$ cat src/rtl/apb_cmd_engine_if.sv
// APB bus bundle between the command engine (master) and NUM_SLAVES decoded slaves.
// prdata is flattened: slave k owns bits [k*DATA_W +: DATA_W].
interface apb_cmd_engine_if #(
    parameter int ADDR_W     = 16,
    parameter int DATA_W     = 32,
    parameter int NUM_SLAVES = 4
);
    logic [ADDR_W-1:0]            paddr;
    logic [NUM_SLAVES-1:0]        psel;
    logic                         penable;
    logic                         pwrite;
    logic [DATA_W-1:0]            pwdata;
    logic [NUM_SLAVES*DATA_W-1:0] prdata;
    logic [NUM_SLAVES-1:0]        pready;
    logic [NUM_SLAVES-1:0]        pslverr;

    modport master (
        output paddr, psel, penable, pwrite, pwdata,
        input  prdata, pready, pslverr
    );

    modport slave (
        input  paddr, psel, penable, pwrite, pwdata,
        output prdata, pready, pslverr
    );
endinterface

$ cat src/rtl/apb_cmd_engine.sv
// Pops command frames {op, data, addr}, runs one APB transfer per frame on the decoded
// slave and pushes a response frame {rsp_op, data, addr}; counts error responses.
module apb_cmd_engine #(
    parameter int ADDR_W     = 16,
    parameter int DATA_W     = 32,
    parameter int NUM_SLAVES = 4,
    parameter int TIMEOUT    = 255,
    localparam int FRAME_W   = 8 + DATA_W + ADDR_W,
    localparam int SEL_W     = $clog2(NUM_SLAVES)
) (
    input  logic               clk_apb,
    input  logic               rst_apb,
    input  logic [FRAME_W-1:0] cmd_data,
    input  logic               cmd_empty,
    output logic               cmd_ren,
    output logic [FRAME_W-1:0] rsp_data,
    input  logic               rsp_full,
    output logic               rsp_wen,
    apb_cmd_engine_if.master   apb,
    input  logic               err_clr,
    output logic [15:0]        err_count,
    output logic               busy,
    output logic [1:0]         state_dbg
);
    // Handshakes: cmd_ren pops the FWFT head in the same cycle it is captured, and is
    // only high in IDLE with cmd_empty low; rsp_wen is only high in RESP with rsp_full low.
    // Both are single-cycle because the state always leaves IDLE/RESP on that edge.

    localparam logic [7:0] OP_WRITE    = 8'h01;
    localparam logic [7:0] OP_READ     = 8'h02;
    localparam logic [7:0] RSP_RD_OK   = 8'h04;
    localparam logic [7:0] RSP_WR_OK   = 8'h05;
    localparam logic [7:0] RSP_SLVERR  = 8'h06;
    localparam logic [7:0] RSP_TIMEOUT = 8'h07;
    localparam logic [7:0] RSP_ILLEGAL = 8'h08;

    // The wait counter indexes ACCESS cycles 0..TIMEOUT-1.
    localparam int CNT_W = (TIMEOUT > 1) ? $clog2(TIMEOUT) : 1;
    localparam logic [CNT_W-1:0] LAST_WAIT = CNT_W'((TIMEOUT > 0) ? TIMEOUT - 1 : 0);

    typedef enum logic [1:0] {
        IDLE   = 2'd0,
        SETUP  = 2'd1,
        ACCESS = 2'd2,
        RESP   = 2'd3
    } state_t;

    state_t            state;
    logic [ADDR_W-1:0] addr_q;
    logic [SEL_W-1:0]  idx_q;
    logic [CNT_W-1:0]  wait_cnt;
    logic [15:0]       err_cnt_q;

    logic [7:0]        cmd_op;
    logic [DATA_W-1:0] cmd_wdata;
    logic [ADDR_W-1:0] cmd_addr;
    logic [SEL_W-1:0]  cmd_idx;
    logic              cmd_legal;
    logic              sel_ready;
    logic              sel_err;
    logic [DATA_W-1:0] sel_rdata;
    logic [7:0]        rsp_op;
    logic              rsp_is_err;

    assign cmd_op    = cmd_data[FRAME_W-1 -: 8];
    assign cmd_wdata = cmd_data[ADDR_W +: DATA_W];
    assign cmd_addr  = cmd_data[ADDR_W-1:0];
    assign cmd_idx   = cmd_data[ADDR_W-1 -: SEL_W];
    assign cmd_legal = (cmd_op == OP_WRITE) || (cmd_op == OP_READ);

    // Only the addressed slave's return signals are ever looked at.
    assign sel_ready = apb.pready[idx_q];
    assign sel_err   = apb.pslverr[idx_q];
    assign sel_rdata = apb.prdata[int'(idx_q) * DATA_W +: DATA_W];

    assign rsp_op     = rsp_data[FRAME_W-1 -: 8];
    assign rsp_is_err = (rsp_op == RSP_SLVERR) || (rsp_op == RSP_TIMEOUT) || (rsp_op == RSP_ILLEGAL);

    assign cmd_ren   = !rst_apb && (state == IDLE) && !cmd_empty;
    assign rsp_wen   = !rst_apb && (state == RESP) && !rsp_full;
    assign busy      = (state != IDLE);
    assign state_dbg = state;
    assign err_count = err_cnt_q;

    always_ff @(posedge clk_apb) begin
        if (rst_apb) begin
            state       <= IDLE;
            addr_q      <= '0;
            idx_q       <= '0;
            wait_cnt    <= '0;
            rsp_data    <= '0;
            apb.paddr   <= '0;
            apb.psel    <= '0;
            apb.penable <= 1'b0;
            apb.pwrite  <= 1'b0;
            apb.pwdata  <= '0;
        end else begin
            case (state)
                IDLE: begin
                    if (!cmd_empty) begin
                        addr_q <= cmd_addr;
                        idx_q  <= cmd_idx;
                        if (cmd_legal) begin
                            apb.psel   <= NUM_SLAVES'(1) << cmd_idx;
                            apb.paddr  <= cmd_addr;
                            apb.pwrite <= (cmd_op == OP_WRITE);
                            apb.pwdata <= (cmd_op == OP_WRITE) ? cmd_wdata : '0;
                            state      <= SETUP;
                        end else begin
                            rsp_data <= {RSP_ILLEGAL, {DATA_W{1'b0}}, cmd_addr};
                            state    <= RESP;
                        end
                    end
                end
                SETUP: begin
                    apb.penable <= 1'b1;
                    wait_cnt    <= '0;
                    state       <= ACCESS;
                end
                ACCESS: begin
                    // pready is tested first so a ready on the last allowed cycle wins.
                    if (sel_ready) begin
                        if (sel_err)
                            rsp_data <= {RSP_SLVERR, {DATA_W{1'b0}}, addr_q};
                        else if (apb.pwrite)
                            rsp_data <= {RSP_WR_OK, apb.pwdata, addr_q};
                        else
                            rsp_data <= {RSP_RD_OK, sel_rdata, addr_q};
                        apb.psel    <= '0;
                        apb.penable <= 1'b0;
                        state       <= RESP;
                    end else if ((TIMEOUT != 0) && (wait_cnt == LAST_WAIT)) begin
                        rsp_data    <= {RSP_TIMEOUT, {DATA_W{1'b0}}, addr_q};
                        apb.psel    <= '0;
                        apb.penable <= 1'b0;
                        state       <= RESP;
                    end else begin
                        wait_cnt <= wait_cnt + 1'b1;
                    end
                end
                RESP: begin
                    if (!rsp_full)
                        state <= IDLE;
                end
                default: state <= IDLE;
            endcase
        end
    end

    // Clear has priority over a coinciding error push.
    always_ff @(posedge clk_apb) begin
        if (rst_apb || err_clr)
            err_cnt_q <= '0;
        else if (rsp_wen && rsp_is_err && (err_cnt_q != 16'hFFFF))
            err_cnt_q <= err_cnt_q + 16'd1;
    end
endmodule

$ cat src/flat_wrapper.sv
// flat-port wrapper written by rule: the top's interface ports become plain ports
module apb_cmd_engine_flat 
#(
    parameter int ADDR_W     = 16,
    parameter int DATA_W     = 32,
    parameter int NUM_SLAVES = 4,
    parameter int TIMEOUT    = 255,
    localparam int FRAME_W   = 8 + DATA_W + ADDR_W,
    localparam int SEL_W     = $clog2(NUM_SLAVES)
)
  (clk_apb, rst_apb, cmd_data, cmd_empty, cmd_ren, rsp_data, rsp_full, rsp_wen, err_clr, err_count, busy, state_dbg, apb_paddr, apb_psel, apb_penable, apb_pwrite, apb_pwdata, apb_prdata, apb_pready, apb_pslverr);
  apb_cmd_engine_if #(.ADDR_W(ADDR_W), .DATA_W(DATA_W), .NUM_SLAVES(NUM_SLAVES)) apb_i ();
  input  logic clk_apb;
  input  logic rst_apb;
  input  logic [FRAME_W-1:0] cmd_data;
  input  logic cmd_empty;
  output logic cmd_ren;
  output logic [FRAME_W-1:0] rsp_data;
  input  logic rsp_full;
  output logic rsp_wen;
  input  logic err_clr;
  output logic [15:0] err_count;
  output logic busy;
  output logic [1:0] state_dbg;
  output wire logic [$bits(apb_i.paddr)-1:0] apb_paddr;
  output wire logic [$bits(apb_i.psel)-1:0] apb_psel;
  output wire logic [$bits(apb_i.penable)-1:0] apb_penable;
  output wire logic [$bits(apb_i.pwrite)-1:0] apb_pwrite;
  output wire logic [$bits(apb_i.pwdata)-1:0] apb_pwdata;
  input wire logic [$bits(apb_i.prdata)-1:0] apb_prdata;
  input wire logic [$bits(apb_i.pready)-1:0] apb_pready;
  input wire logic [$bits(apb_i.pslverr)-1:0] apb_pslverr;
  assign apb_paddr = apb_i.paddr;
  assign apb_psel = apb_i.psel;
  assign apb_penable = apb_i.penable;
  assign apb_pwrite = apb_i.pwrite;
  assign apb_pwdata = apb_i.pwdata;
  assign apb_i.prdata = apb_prdata;
  assign apb_i.pready = apb_pready;
  assign apb_i.pslverr = apb_pslverr;
  apb_cmd_engine #(.ADDR_W(ADDR_W), .DATA_W(DATA_W), .NUM_SLAVES(NUM_SLAVES), .TIMEOUT(TIMEOUT)) u_core (.clk_apb(clk_apb), .rst_apb(rst_apb), .cmd_data(cmd_data), .cmd_empty(cmd_empty), .cmd_ren(cmd_ren), .rsp_data(rsp_data), .rsp_full(rsp_full), .rsp_wen(rsp_wen), .apb(apb_i), .err_clr(err_clr), .err_count(err_count), .busy(busy), .state_dbg(state_dbg));
endmodule
$ cat config.mk
export PLATFORM = sky130hd
export DESIGN_NAME = apb_cmd_engine_flat
export DESIGN_NICKNAME = d
export VERILOG_FILES = /design/src/rtl/apb_cmd_engine_if.sv /design/src/rtl/apb_cmd_engine.sv /design/src/flat_wrapper.sv
export SDC_FILE = /design/constraint.sdc
export NUM_CORES = 1
export LEC_CHECK = 0
export CORE_AREA = 2 2 187 97
export DETAILED_ROUTE_END_ITERATION = 12
export DIE_AREA = 0 0 189 99
export MAX_ROUTING_LAYER = met4
export PLACE_DENSITY = 0.78
export SETUP_SLACK_MARGIN = 0.1
export SYNTH_ARGS = -nofsm -noshare
export SYNTH_HDL_FRONTEND = slang
export SYNTH_SLANG_ARGS = --single-unit
$ cat constraint.sdc
create_clock -name clk_apb -period 2.5 [get_ports clk_apb]
set_input_delay 0.375 -clock clk_apb [delete_from_list [all_inputs] [get_ports clk_apb]]
set_output_delay 0.375 -clock clk_apb [all_outputs]
set_load 0.005 [all_outputs]
==> results of run 1 <==
metrics by stage:
step                setup WS, ns   util
floorplan                  0.452      -
global placement           0.124  0.621
detailed placement         0.105  0.621
CTS                        0.167  0.657
global route               0.121  0.657
finish                     0.221  0.657
power breakdown:
| part | total [mW] | leakage, nW | internal (mW) | switching, mW |
|---|---|---|---|---|
| registers | 2.71 | 1.20 | 2.56 | 0.146 |
| clock network | 2.69 | 0.296 | 1.52 | 1.17 |
| logic | 2.84 | 2.61 | 1.36 | 1.49 |
critical path, cell delays in order (launching register included):
cell and delay [ns]:
dfxtp_1 0.35, inv_1 0.12, ha_2 0.24, nand2b_1 0.11, nor2_1 0.13, clkdlybuf4s50_1 0.54
placed cells by master, fill, tap and decap left out, drive strengths merged, types with 8 or more instances in the layout:
cell,instances
clkdlybuf4s50,322
dfxtp,148
nand2,84
nor2,79
mux2i,48
a21oi,45
nand3,41
mux4,34
o31ai,33
a22oi,32
buf,27
inv,18
clkbuf,17
a211oi,16
xnor2,10
nor3,8
o21ai,8
cell type report:
| cell class | count | area share |
|---|---|---|
| repair buffers | 349 | 0.312 |
| clock buffers | 17 | 0.0379 |
| clock inverters | 15 | 0.0165 |
| flip-flops and latches | 148 | 0.264 |
| multi-input cells | 515 | 0.339 |
| well taps | 234 | 0.0261 |
| inverters | 10 | 0.00335 |
metal layers:
layer  GRT usage  wire (um)  part of all wire  up-vias
met5           -          0                 0        -
met4      0.0649        265             0.011        0
met3      0.0481       1750             0.072       23
met2       0.404      10900              0.45      271
met1       0.367      11400              0.47     3266
li1            -          -                 -     3315
sequential cells by signal, summed over array words and instances, names as in the netlist:
register,cells
u_core.idx_q,2
u_core.err_count,16
u_core.apb.pwdata,32
u_core.apb.psel,4
u_core.apb.pwrite,1
u_core.state_dbg,2
u_core.rsp_data,52
u_core.apb.penable,1
u_core.apb.paddr,16
u_core.addr_q,14
u_core.wait_cnt,8
final timing paths:
check	endpoint	slack (ns)	depth (start not counted)
setup / recovery	cmd_ren	0.22	5
hold / removal	u_core.apb.penable$_SDFFE_PP0P_	0.40	3
setup reg to reg	u_core.rsp_data[7]$_SDFFE_PP0P_	0.31	8
hold reg to reg	u_core.apb.paddr[3]$_SDFFE_PP0P_	0.46	2
kinds of logic after synthesis:
kind of cell | Yosys count
simple gates | 250
compound gates | 157
flops | 148
mux | 82
buf+inv | 75
xor+xnor | 15
fa+ha+maj | 7
other cells | 1
==> results.md, run 1 <==
- Worst-path clk slew: 0.06 ns
- FFs w/ async S/R, synth: 0
- First-pass GRT wire length: 37500 um
- Final instance area: 11200 um2
- Main combinational cell family by area after synthesis: multiplexers
- Peak supply drop: 0.587 mV
- Fin Setup TNS: 0 ns
- Relative slew slack: 0.359
- GR Overflow Total: 0
- Tmin final: 2.28 ns
- Skew-Pair Late Insertion Delay: 0.42 ns
- Yosys reg bits: 148
- DR vias: 6875
- Skew final: 0.0106 ns
- Num ports: 328
- Postcts setup bufs: 0
- Worst hold-check path type: in -> reg
- CP max FO: 5
- Synth-to-Final Area Change: 58.1%
- Cells after Synth: 735
- Worst Path Required: 2.12 ns
- Initial Utilization: 0.416
- Multiplexer share of the synthesized area: 0.176
- Crit path kind: reg -> out
- Port bufs: 323
- Die Y: between 90 and 100 um
- Placement row count: 34
- Power, Total: 8.24 mW
- Antenna Nets Post-Route: 0
- Slew Limit Fails: 0
- 1st-pass router iterations: 5
- Synth unique cells: between 50 and 60
- GRT Resource Usage Total: 0.266
- Vias in the first global route: 6855
- RSZ-0062 raised after global routing: no
- Avg WL per Cell: 18.9 um
- Clk root buf: clkbuf_16
- Crit path DAT: about 1.9 ns
- Antenna violations before repair: 0
- Drt total wl: between 20000 and 25000 um
- DRC viols: 0
- # resized after CTS: 0
- Worst r2r src: u_core.wait_cnt[0]$_SDFFE_PP0P_
- Ant diodes: 0
- Post-synth top flop: dfxtp_1
- Die Wd: between 150 and 200 um
- Crit. End Element: primary output
- Max Freq: 439 MHz
- Dpl hpwl: 18000 um
- Xor/xnor share of the synthesized area: 0.0185
- Top cells by count, synth: 148 x dfxtp_1, 84 x nand2_1, 79 x nor2_1
- Clock Path Buffers: 2
- Multi-input gate area: 3800 um2
- Top cells by area, synth: dfxtp_1 42%, mux4_2 11%, mux2i_1 6.8%
- CTS H-tree depth: 4
- Placed cell count: ~1.3k
- Post-synth EDFFs: 0
- Fin cells: 1288
- Leak: 4.11 nW
- RD Place Congestion: 0.873
- Hold path start: rst_apb
- Filler Cell Count: roughly 1.4k
- Final worst path period share: 0.912
- Final hold slack: 0.403 ns
- Complex-gate fraction of the synthesized area: 0.164
- Setup-failing EPs final: 0
- Synthesized area per cell: 9.65 um2
- Seq/Total Area, Yosys: 0.418
- Measured slew at the worst slew-check pin: about 0.96 ns
- Max-cap viol count: 0
- Mapped cell area: 7090 um2
- Share of cells above drive strength 1: 0.116
- Die ar.: 18700 um2
- Reg area: 2970 um2
- Most numerous cell in the Yosys netlist: dfxtp_1
- Vias per inst: 5.34
- Placed cell areas: 10600 um2
- Crit. Startpoint: u_core.state_dbg[0]$_SDFFE_PP0P_
- Sink Count: approximately 150
- Core area: 17100 um2
- Pin count of the biggest net entering global routing: 78
- Status: completed
- Yosys warns: 0
- Area share of and/or/nand/nor cells after synthesis: 0.161
- PD cells: between 700 and 800 nW/um2
- Leading area contributor after synthesis: dfxtp_1
- CTS tree: done
- Nets: around 1.2k
- Critical Path Source Type: flop
- Synth top area share: 0.418
- Final hold vios: 0
- Adder-cell share of the synthesized area: 0.0124
- DRT iter0 DRCs: 436
- CTS Buf Count: 17
- Post-CTS Hold Fix Bufs: 0
Power figures use the tool's default switching activity.
==> run 2: changes to the inputs <==
ABC_AREA = 1   (was unset)
CELL_PAD_IN_SITES_DETAIL_PLACEMENT = 0   (was unset)
CELL_PAD_IN_SITES_GLOBAL_PLACEMENT = 2   (was unset)
CORE_AREA = 2 2 280 144   (was 2 2 187 97)
DIE_AREA = 0 0 282 146   (was 0 0 189 99)
PLACE_DENSITY = 0.76   (was 0.78)
==> run 2 against run 1 <==
Global-route usage is 8.8 points lower. First-iteration DRC count is 14% higher. Clock power hardly changed. Critical endpoint is now u_core.rsp_data[30]$_SDFFE_PP0P_. Largest power group unchanged.
==> results.md, run 2 <==
- Most frequent cells in the layout: 444 x nand2_1, 321 x clkdlybuf4s50_1, 225 x nor2_1, 146 x dfxtp_1, 119 x a21oi_1
- GR met3 Demand/Resource: 0.0458
- Synth unique cells: 32
- Top cells by count, synth: 444 x nand2_1, 225 x nor2_1, 148 x dfxtp_1
- Measured slew at the worst slew-check pin: roughly 0.64 ns
- NetSw: 4.45 mW
- Status: completed
- Avg WL per Cell: ~16 um
- GRT Resource Usage Total: 0.178
- Core area: 38500 um2
- Tmin final: 2.24 ns
- CP max FO: 17
- Post-CTS Hold Fix Bufs: 0
- DRC viols: 0
- Crit path DAT: 2.62 ns
- Placed cell areas: 11900 um2
- FFs w/ async S/R, synth: 0
- Largest regs: u_core.rsp_data (52), u_core.apb.pwdata (32)
- Leading area contributor after synthesis: dfxtp_1
- Port bufs: 323
- Skew-Pair Late Insertion Delay: roughly 0.44 ns
- Die Wd: 282 um
- Die Y: 146 um
- Share of cells above drive strength 1: 0.0515
- Reg2reg path depth: 9
- Max-cap viol count: 0
- GR Overflow Total: 0
- Placed cell count: 2129
- Yosys warns: 0
- Crit path kind: reg -> reg
- CTS tree: done
- Ant diodes: 0
- 1st-pass router iterations: 5
- Clk root buf: clkbuf_16
- Postcts setup bufs: 0
- RSZ-0062 raised after global routing: no
- Sequential Power Share: 0.287
- Synth-to-Final Area Change: 55.6%
- Final instance area: 12500 um2
- Slew Limit Fails: 0
- Internal power component: 6.59 mW
- PD cells: around 880 nW/um2
- DR vias: 8978
- Worst-path clk slew: ~0.070 ns
- Die ar.: between 40000 and 50000 um2
- Power, Total: 11.0 mW
- Vias in the first global route: 8498
- Worst hold-check path type: in -> reg
- Drt total wl: 35400 um
- Vias per inst: 4.16
- Final hold slack: about 0.28 ns
- Setup-failing EPs final: 0
- CTS Buf Count: 17
- Antenna violations before repair: 0
- Peak supply drop: 0.573 mV
- Worst hold path depth: 2
- Dpl hpwl: 26900 um
- DRT iter0 DRCs: just under 500
- Crit. Startpoint: u_core.idx_q[1]$_SDFFE_PP0P_
- Sw frac: 0.403
- Pin count of the biggest net entering global routing: 86
- Max FFs per register: between 50 and 60
- Initial Utilization: 0.209
- Skew final: 0.00865 ns
- Leak: ~5.0 nW
- Relative slew slack: 0.573
- Final hold vios: 0
- Register with the most flip-flops: u_core.rsp_data
- RD Place Congestion: 0.834
- Worst r2r src: u_core.idx_q[1]$_SDFFE_PP0P_
- GRT busiest layer: met2
- Clock share of power: 0.244
- Met1 GRT Util: 0.246
- Crit. End Element: flop
- Most common cell after layout, fill and taps aside: nand2_1
- Combinational share of power: 0.469
- Post-synth top flop: dfxtp_1
- Synthesized area per cell: 6.10 um2
- Hold path start: rst_apb
- Final worst path period share: 0.895
- Worst Path Required: 2.88 ns
- Most numerous cell in the Yosys netlist: nand2_1
- Clock Path Buffers: 2
- Antenna Nets Post-Route: 0
- Nets: 1822
- Top cells by area, synth: dfxtp_1 37%, nand2_1 21%, nor2_1 11%
- Fin cells: 2160
- CTS H-tree depth: 4
- Mapped cell area: 8040 um2
- Seq/Total Area, Yosys: 0.369
- Num ports: 328
- Placement row count: 51
- First-pass GRT wire length: 53700 um
- Cells after Synth: 1318
- Met2 Track Usage GR: 0.267
- Critical Path Source Type: flop
- Post-synth EDFFs: 0
- Yosys reg bits: ~150
- Max Freq: approximately 450 MHz
- Synth top area share: 0.369
- Sink Count: 148
-- run 2: cell count changes in the layout (fill, tap and decap cells not counted), moves of 48 or more --
cell     before  now
nor2_1       79  225
nand2_1      84  444
a21oi_1      44  119
inv_1         7  105
o21ai_0       6  108
mux2i_1      48    0
-- run 2: per-stage QoR --
stage,setup TNS (ns),setup slack [ns],utilization
after floorplan,0,0.754,-
after global placement,-0.683,-0.0906,0.309
after detailed placement,-1.23,-0.118,0.309
after CTS,0,0.255,0.325
after global routing,0,0.104,0.325
final,0,0.263,0.325
-- run 2: timing repair --
action                     CTS  global route
gates resized for setup      4             1
setup endpoints to repair    1            12
cloned                       0             0
-- run 2: layout make-up --
type	instances	area, um2
timing repair buffer	356	3560
inverter	113	428
clock buffer	17	425
fill	4178	26000
multi-input combinational	982	4300
sequential	148	2970
clock inverter	14	168
tap	530	663
-- run 2: final timing paths --
path | endpoint | slack (ns)
setup / recovery | u_core.rsp_data[30]$_SDFFE_PP0P_ | 0.26
hold / removal | u_core.apb.pwdata[4]$_SDFFE_PP0P_ | 0.28
hold reg to reg | u_core.apb.paddr[14]$_SDFFE_PP0P_ | 0.45
setup reg to reg | u_core.rsp_data[30]$_SDFFE_PP0P_ | 0.26
-- run 2: worst max-delay path: stages, from the launching register on --
cell and delay (ns):
dfxtp_1 0.43, buf_4 0.16, buf_4 0.22, nand3_1 0.14, nand2_1 0.14, nand3_2 0.30, buf_4 0.33, a21oi_1 0.27
nor2_1 0.09, nor2_1 0.10
-- run 2: power groups by stage --
stage | combinational [mW] | sequential, mW | clock [mW]
2_1_floorplan | 2.86 | 3.18 | 0
4_1_cts | 5.26 | 3.17 | 2.80
6_report | 5.17 | 3.17 | 2.69
3_3_place_gp | 5.21 | 3.21 | 0
5_1_grt | 5.89 | 3.23 | 2.89
3_5_place_dp | 5.20 | 3.22 | 0
-- run 2: logic make-up (layout without fill, tap and decap cells) --
group,after synthesis,count (layout),share of synthesized area
other,1,4,0.000466
buffers and inverters,191,500,0.102
DFF,148,148,0.369
xor gates and xnor gates,12,12,0.0131
AOI/OAI and AO/OA,237,237,0.151
adders and majority gates,7,7,0.0109
and+or+nand+nor,722,722,0.354
-- run 2: routing by layer --
layer  share of wire  up-vias
met5               0        -
met4          0.0048        0
met3           0.047       12
met2            0.44      167
met1            0.51     4093
li1                -     4706
==> RTL change 1, RTL diff (config.mk and constraints of run 2) <==
Register the output `err_count` once more, without a reset; this adds one clock of latency there. The other outputs are not delayed to match.
--- a/src/rtl/apb_cmd_engine.sv
+++ b/src/rtl/apb_cmd_engine.sv
@@ -80,7 +80,9 @@
     assign rsp_wen   = !rst_apb && (state == RESP) && !rsp_full;
     assign busy      = (state != IDLE);
     assign state_dbg = state;
-    assign err_count = err_cnt_q;
+    always_ff @(posedge clk_apb) begin
+        err_count <= err_cnt_q;
+    end
 
     always_ff @(posedge clk_apb) begin
         if (rst_apb) begin
Check against the original RTL: not equivalent (a bounded check fails within 4 cycles, from zero or initial values and one cycle with rst_apb high).
==> RTL change 1 against run 2 <==
Wire length is 3.7% lower; sequential cell count is 16 higher; cell area is 2.0% higher; largest power group unchanged; combinational power is 19% lower; total power is 7.4% lower; die area stayed put; synthesized area is 3.8% higher; worst setup slack better by 0.10 ns.
==> RTL change 1: results (changes against run 2) <==
Distinct cells, synth: 29 (-9.4%)
met3 WL: 1.306 mm (-22%)
peak supply drop: 0.4393 mV (-23%)
vias in the first global route: 8,757 (+3.0%)
Synth Flop Type: dfxtp_1
worst skew pair latency: 0.44 ns (about the same)
# placed instances: 2,141 (+0.56%)
Final #Nets: 1,834 (+0.66%)
global-route wire length before repair: 52.40 mm (-2.4%)
layout cells sized above 1: 0.04756 (-0.003973)
leakage power: 5.151 nW (+2.5%)
gr usage total: 0.1711 (-0.006783)
critical hold path startpoint: u_core.err_cnt_q[0]
Post-DP HPWL: 26.36 mm (-2.0%)
status: finished, final reports clean
Worst Hold Class: flip-flop to flip-flop
Worst slew margin: 0.5624 (-0.01106)
average size of a mapped cell: 6.255 µm² (+2.5%)
Worst Setup SP: u_core.state_dbg[1]
clock skew: 0.01315 ns (+0.004506 ns)
crit-path max FO: 4 (-13)
Synth area leaders: dfxtp_1, nand2_1, nor2_1
register area share after synthesis: 0.3935 (+0.02496)
total length of routed wires: 34.13 mm (-3.7%)
wl on met1: 17.40 mm (-3.3%)
top cells by count, synth: nand2_1, nor2_1, dfxtp_1, o21ai_0, inv_1
dpl ws: 0.07473 ns (+0.1928 ns)
non-filler cells, final: 2,170 (+0.46%)
1st-iter DRT viols: 494 (-0.40%)
largest net degree at the start of global routing: 46 (-47%)
CP arrival: 1.76 ns (-0.86 ns)
placer congestion estimate: 0.8517 (+2.1%)
synth warn: 0 (unchanged)
RR Startpoint: u_core.err_cnt_q[1]
met2 wire length: 15.02 mm (-3.6%)
Via-to-Cell Ratio: 4.180 (+0.57%)
Fill cells: 4,212 (+0.81%)
[RTL change 1: changes by cell type after synthesis, moves of 4 or more]
cell	run 2	this run
dfxtp_1	148	164
a211oi_1	4	0
a21oi_1	119	107
nand3_1	27	45
buf_2	24	20
clkbuf_1	36	40
nand2_1	444	440
[RTL change 1: final cells by class]
| class | count | area, µm² | share of cell area |
|---|---|---|---|
| clock buffer | 21 | 450.4 | 0.03531 |
| clock inverter | 8 | 152.6 | 0.01197 |
| inverter | 116 | 436.7 | 0.03423 |
| multi-input combinational | 979 | 4260 | 0.3340 |
| sequential | 164 | 3286 | 0.2576 |
| tap | 530 | 663.1 | 0.05199 |
| timing repair buffer | 352 | 3507 | 0.2749 |
[RTL change 1: repair_timing]
item,4_1_cts,5_1_grt
endpoints found under the hold margin,0,0
setup endpoints to repair,1,0
gates resized for setup,5,0
hold buffers,0,0
[RTL change 1: stage by stage]
| step | hold slack [ns] | area (µm²) |
|---|---|---|
| after detailed placement | 0.3767 | 12150 |
| after floorplan | 0.3552 | 8356 |
| after CTS | 0.3889 | 12760 |
| after global placement | 0.3679 | 12150 |
| final | 0.3866 | 12760 |
| after global routing | 0.3955 | 12760 |
[RTL change 1: worst paths after layout]
| kind | endpoint | slack, ns | cells past startpoint |
|---|---|---|---|
| min | u_core.err_count[0] | 0.39 | 0 |
| max reg2reg | u_core.err_cnt_q[9] | 0.46 | 8 |
| max | rsp_wen | 0.36 | 4 |
| min reg2reg | u_core.err_count[0] | 0.39 | 0 |
[RTL change 1: worst max-delay path, stage by stage (launching register included)]
cell and delay [ns]:
dfxtp_1 0.39, ha_1 0.18, inv_1 0.05, nor3_2 0.17, clkdlybuf4s50_1 0.54
[RTL change 1: routing by layer]
metal / track usage / vias up
met5: - / -
met4: 0.03511 / 0
met3: 0.03259 / 24
met2: 0.2606 / 161
met1: 0.2344 / 4153
li1: - / 4733
[RTL change 1: logic make-up after synthesis]
group,share of synthesized area
xor gates and xnor gates,0.01365
AOI/OAI and AO/OA,0.1353
DFF,0.3935
and+or+nand+nor,0.3461
other,0.0004494
adders and majority gates,0.01050
buffers and inverters,0.1006
[RTL change 1: power by group]
| part | internal (mW) | leakage [nW] | switching (mW) | total [mW] |
|---|---|---|---|---|
| Combinational | 1.79 | 3.53 | 2.38 | 4.17 |
| Clock | 1.69 | 0.286 | 1.14 | 2.83 |
| Sequential | 2.99 | 1.34 | 0.219 | 3.21 |
==> RTL change 2, RTL diff (settings of run 2) <==
Without the edit above. `DATA_W` is set to 32 in 3 places; all go to 64.
--- a/src/rtl/apb_cmd_engine_if.sv
+++ b/src/rtl/apb_cmd_engine_if.sv
@@ -2,7 +2,7 @@
 // prdata is flattened: slave k owns bits [k*DATA_W +: DATA_W].
 interface apb_cmd_engine_if #(
     parameter int ADDR_W     = 16,
-    parameter int DATA_W     = 32,
+    parameter int DATA_W     = 64,
     parameter int NUM_SLAVES = 4
 );
     logic [ADDR_W-1:0]            paddr;
--- a/src/rtl/apb_cmd_engine.sv
+++ b/src/rtl/apb_cmd_engine.sv
@@ -2,7 +2,7 @@
 // slave and pushes a response frame {rsp_op, data, addr}; counts error responses.
 module apb_cmd_engine #(
     parameter int ADDR_W     = 16,
-    parameter int DATA_W     = 32,
+    parameter int DATA_W     = 64,
     parameter int NUM_SLAVES = 4,
     parameter int TIMEOUT    = 255,
     localparam int FRAME_W   = 8 + DATA_W + ADDR_W,
--- a/src/flat_wrapper.sv
+++ b/src/flat_wrapper.sv
@@ -2,7 +2,7 @@
 module apb_cmd_engine_flat 
 #(
     parameter int ADDR_W     = 16,
-    parameter int DATA_W     = 32,
+    parameter int DATA_W     = 64,
     parameter int NUM_SLAVES = 4,
     parameter int TIMEOUT    = 255,
     localparam int FRAME_W   = 8 + DATA_W + ADDR_W,
Interface: changed (resized apb_prdata, apb_pwdata, cmd_data and rsp_data); port bits go from 328 to 552. No check against the original RTL was run, so the function may have changed too.
==> RTL change 2 against run 2 <==
Non-clock buffer count up 228; cell area up 50%; sequential cell count up 64; critical path type is now flip-flop to primary output; sequential power up 34%; via count up 62%; worst setup slack worse by 0.017 ns; wire length up 60%; die area unchanged; sequential share of layout area down 1.0 points; fmax down 0.76%; highest routed layer unchanged; total power up 30%; synthesized area up 50%; combinational power up 27%.
==> RTL change 2: results (changes against run 2) <==
cell family with most CP delay: buffers and inverters
Fill cells: 3,998 (-4.3%)
global-route wire length before repair: 84.91 mm (+58%)
clk buf depth: 3 (+1)
status: finished, final reports clean
placed cell area: 17,960 µm² (+51%)
GR Util met2: 0.4383 (+0.1714)
peak supply drop: 0.5394 mV (-5.9%)
# placed instances: 3,025 (+42%)
gr usage total: 0.2757 (+0.09779)
Yosys top cell area share: 0.3512 (-0.01729)
crit-path max FO: 6 (-11)
vias in the first global route: 13,852 (+63%)
non-filler cells, final: 3,072 (+42%)
Distinct cells, synth: 29 (-9.4%)
1st-iter DRT viols: 877 (+77%)
total length of routed wires: 56.59 mm (+60%)
initial antenna violation count: 8 (+8)
largest net degree at the start of global routing: 88 (+2.3%)
top cells by count, synth: nand2_1, nor2_1, dfxtp_1, a21oi_1, inv_1
Port Buf Inserts: 547 (+69%)
Mapped Cells: 2,046 (+55%)
Layout area overhead: 55.17%
layout cells sized above 1: 0.03867 (-0.01286)
leakage power: 7.832 nW (+56%)
Post-DP HPWL: 42.28 mm (+57%)
slowest stage delay, CP: 0.54 ns (+0.11 ns)
worst skew pair latency: 0.55 ns (+0.11 ns)
Synth area leaders: dfxtp_1, nand2_1, nor2_1
biggest regs: u_core.rsp_data: 84 flops, u_core.apb.pwdata: 64 flops
GR Util met3: 0.05410 (+0.008348)
CP max stage cell: clkdlybuf4s50_1
CP arrival: 1.88 ns (-0.74 ns)
Final #Nets: 2,885 (+58%)
register area share after synthesis: 0.3512 (-0.01729)
RTL change 2: path summary, 6_finish.rpt:
| path | cells past startpoint | slack (ns) | to | from |
|---|---|---|---|---|
| setup / recovery | 4 | 0.25 | busy | u_core.state_dbg[0] |
| hold / removal | 2 | 0.11 | u_core.apb.paddr[4] | rst_apb |
| setup reg to reg | 10 | 0.33 | u_core.apb.psel[1] | u_core.state_dbg[0] |
| hold reg to reg | 2 | 0.46 | u_core.rsp_data[1] | u_core.rsp_data[1] |
RTL change 2: metal layers:
layer  part of all wire  wire length [µm]
met3              0.059              3362
met4              0.023              1276
met5                  0                 0
met2               0.46             26120
met1               0.46             25840
RTL change 2: power by group:
group | internal (mW) | total [mW] | switching [mW]
Sequential | 3.93 | 4.25 | 0.328
Clock | 2.03 | 3.56 | 1.52
Combinational | 2.79 | 6.56 | 3.77
RTL change 2: kinds of logic after synthesis:
| group | count (synthesis) | share of synthesized area |
|---|---|---|
| and+or+nand+nor | 1176 | 0.3835 |
| AOI/OAI and AO/OA | 334 | 0.1394 |
| buffers and inverters | 304 | 0.1096 |
| adders and majority gates | 7 | 0.007248 |
| other | 1 | 0.0003103 |
| DFF | 212 | 0.3512 |
| xor gates and xnor gates | 12 | 0.008697 |
RTL change 2: area by class of cell:
type                       count  area share
clock buffer                  27     0.03203
antenna                        8    0.001068
inverter                     167     0.03376
sequential                   212      0.2270
clock inverter                11    0.007874
timing repair buffer         584      0.3133
tap                          530     0.03537
multi-input combinational   1533      0.3496
RTL change 2: what timing repair did:
action | in CTS | in global routing
endpoints found under the hold margin | 0 | 0
buffers inserted | 1 | 0
resized for setup | 7 | 0
setup endpoints to repair | 2 | 0
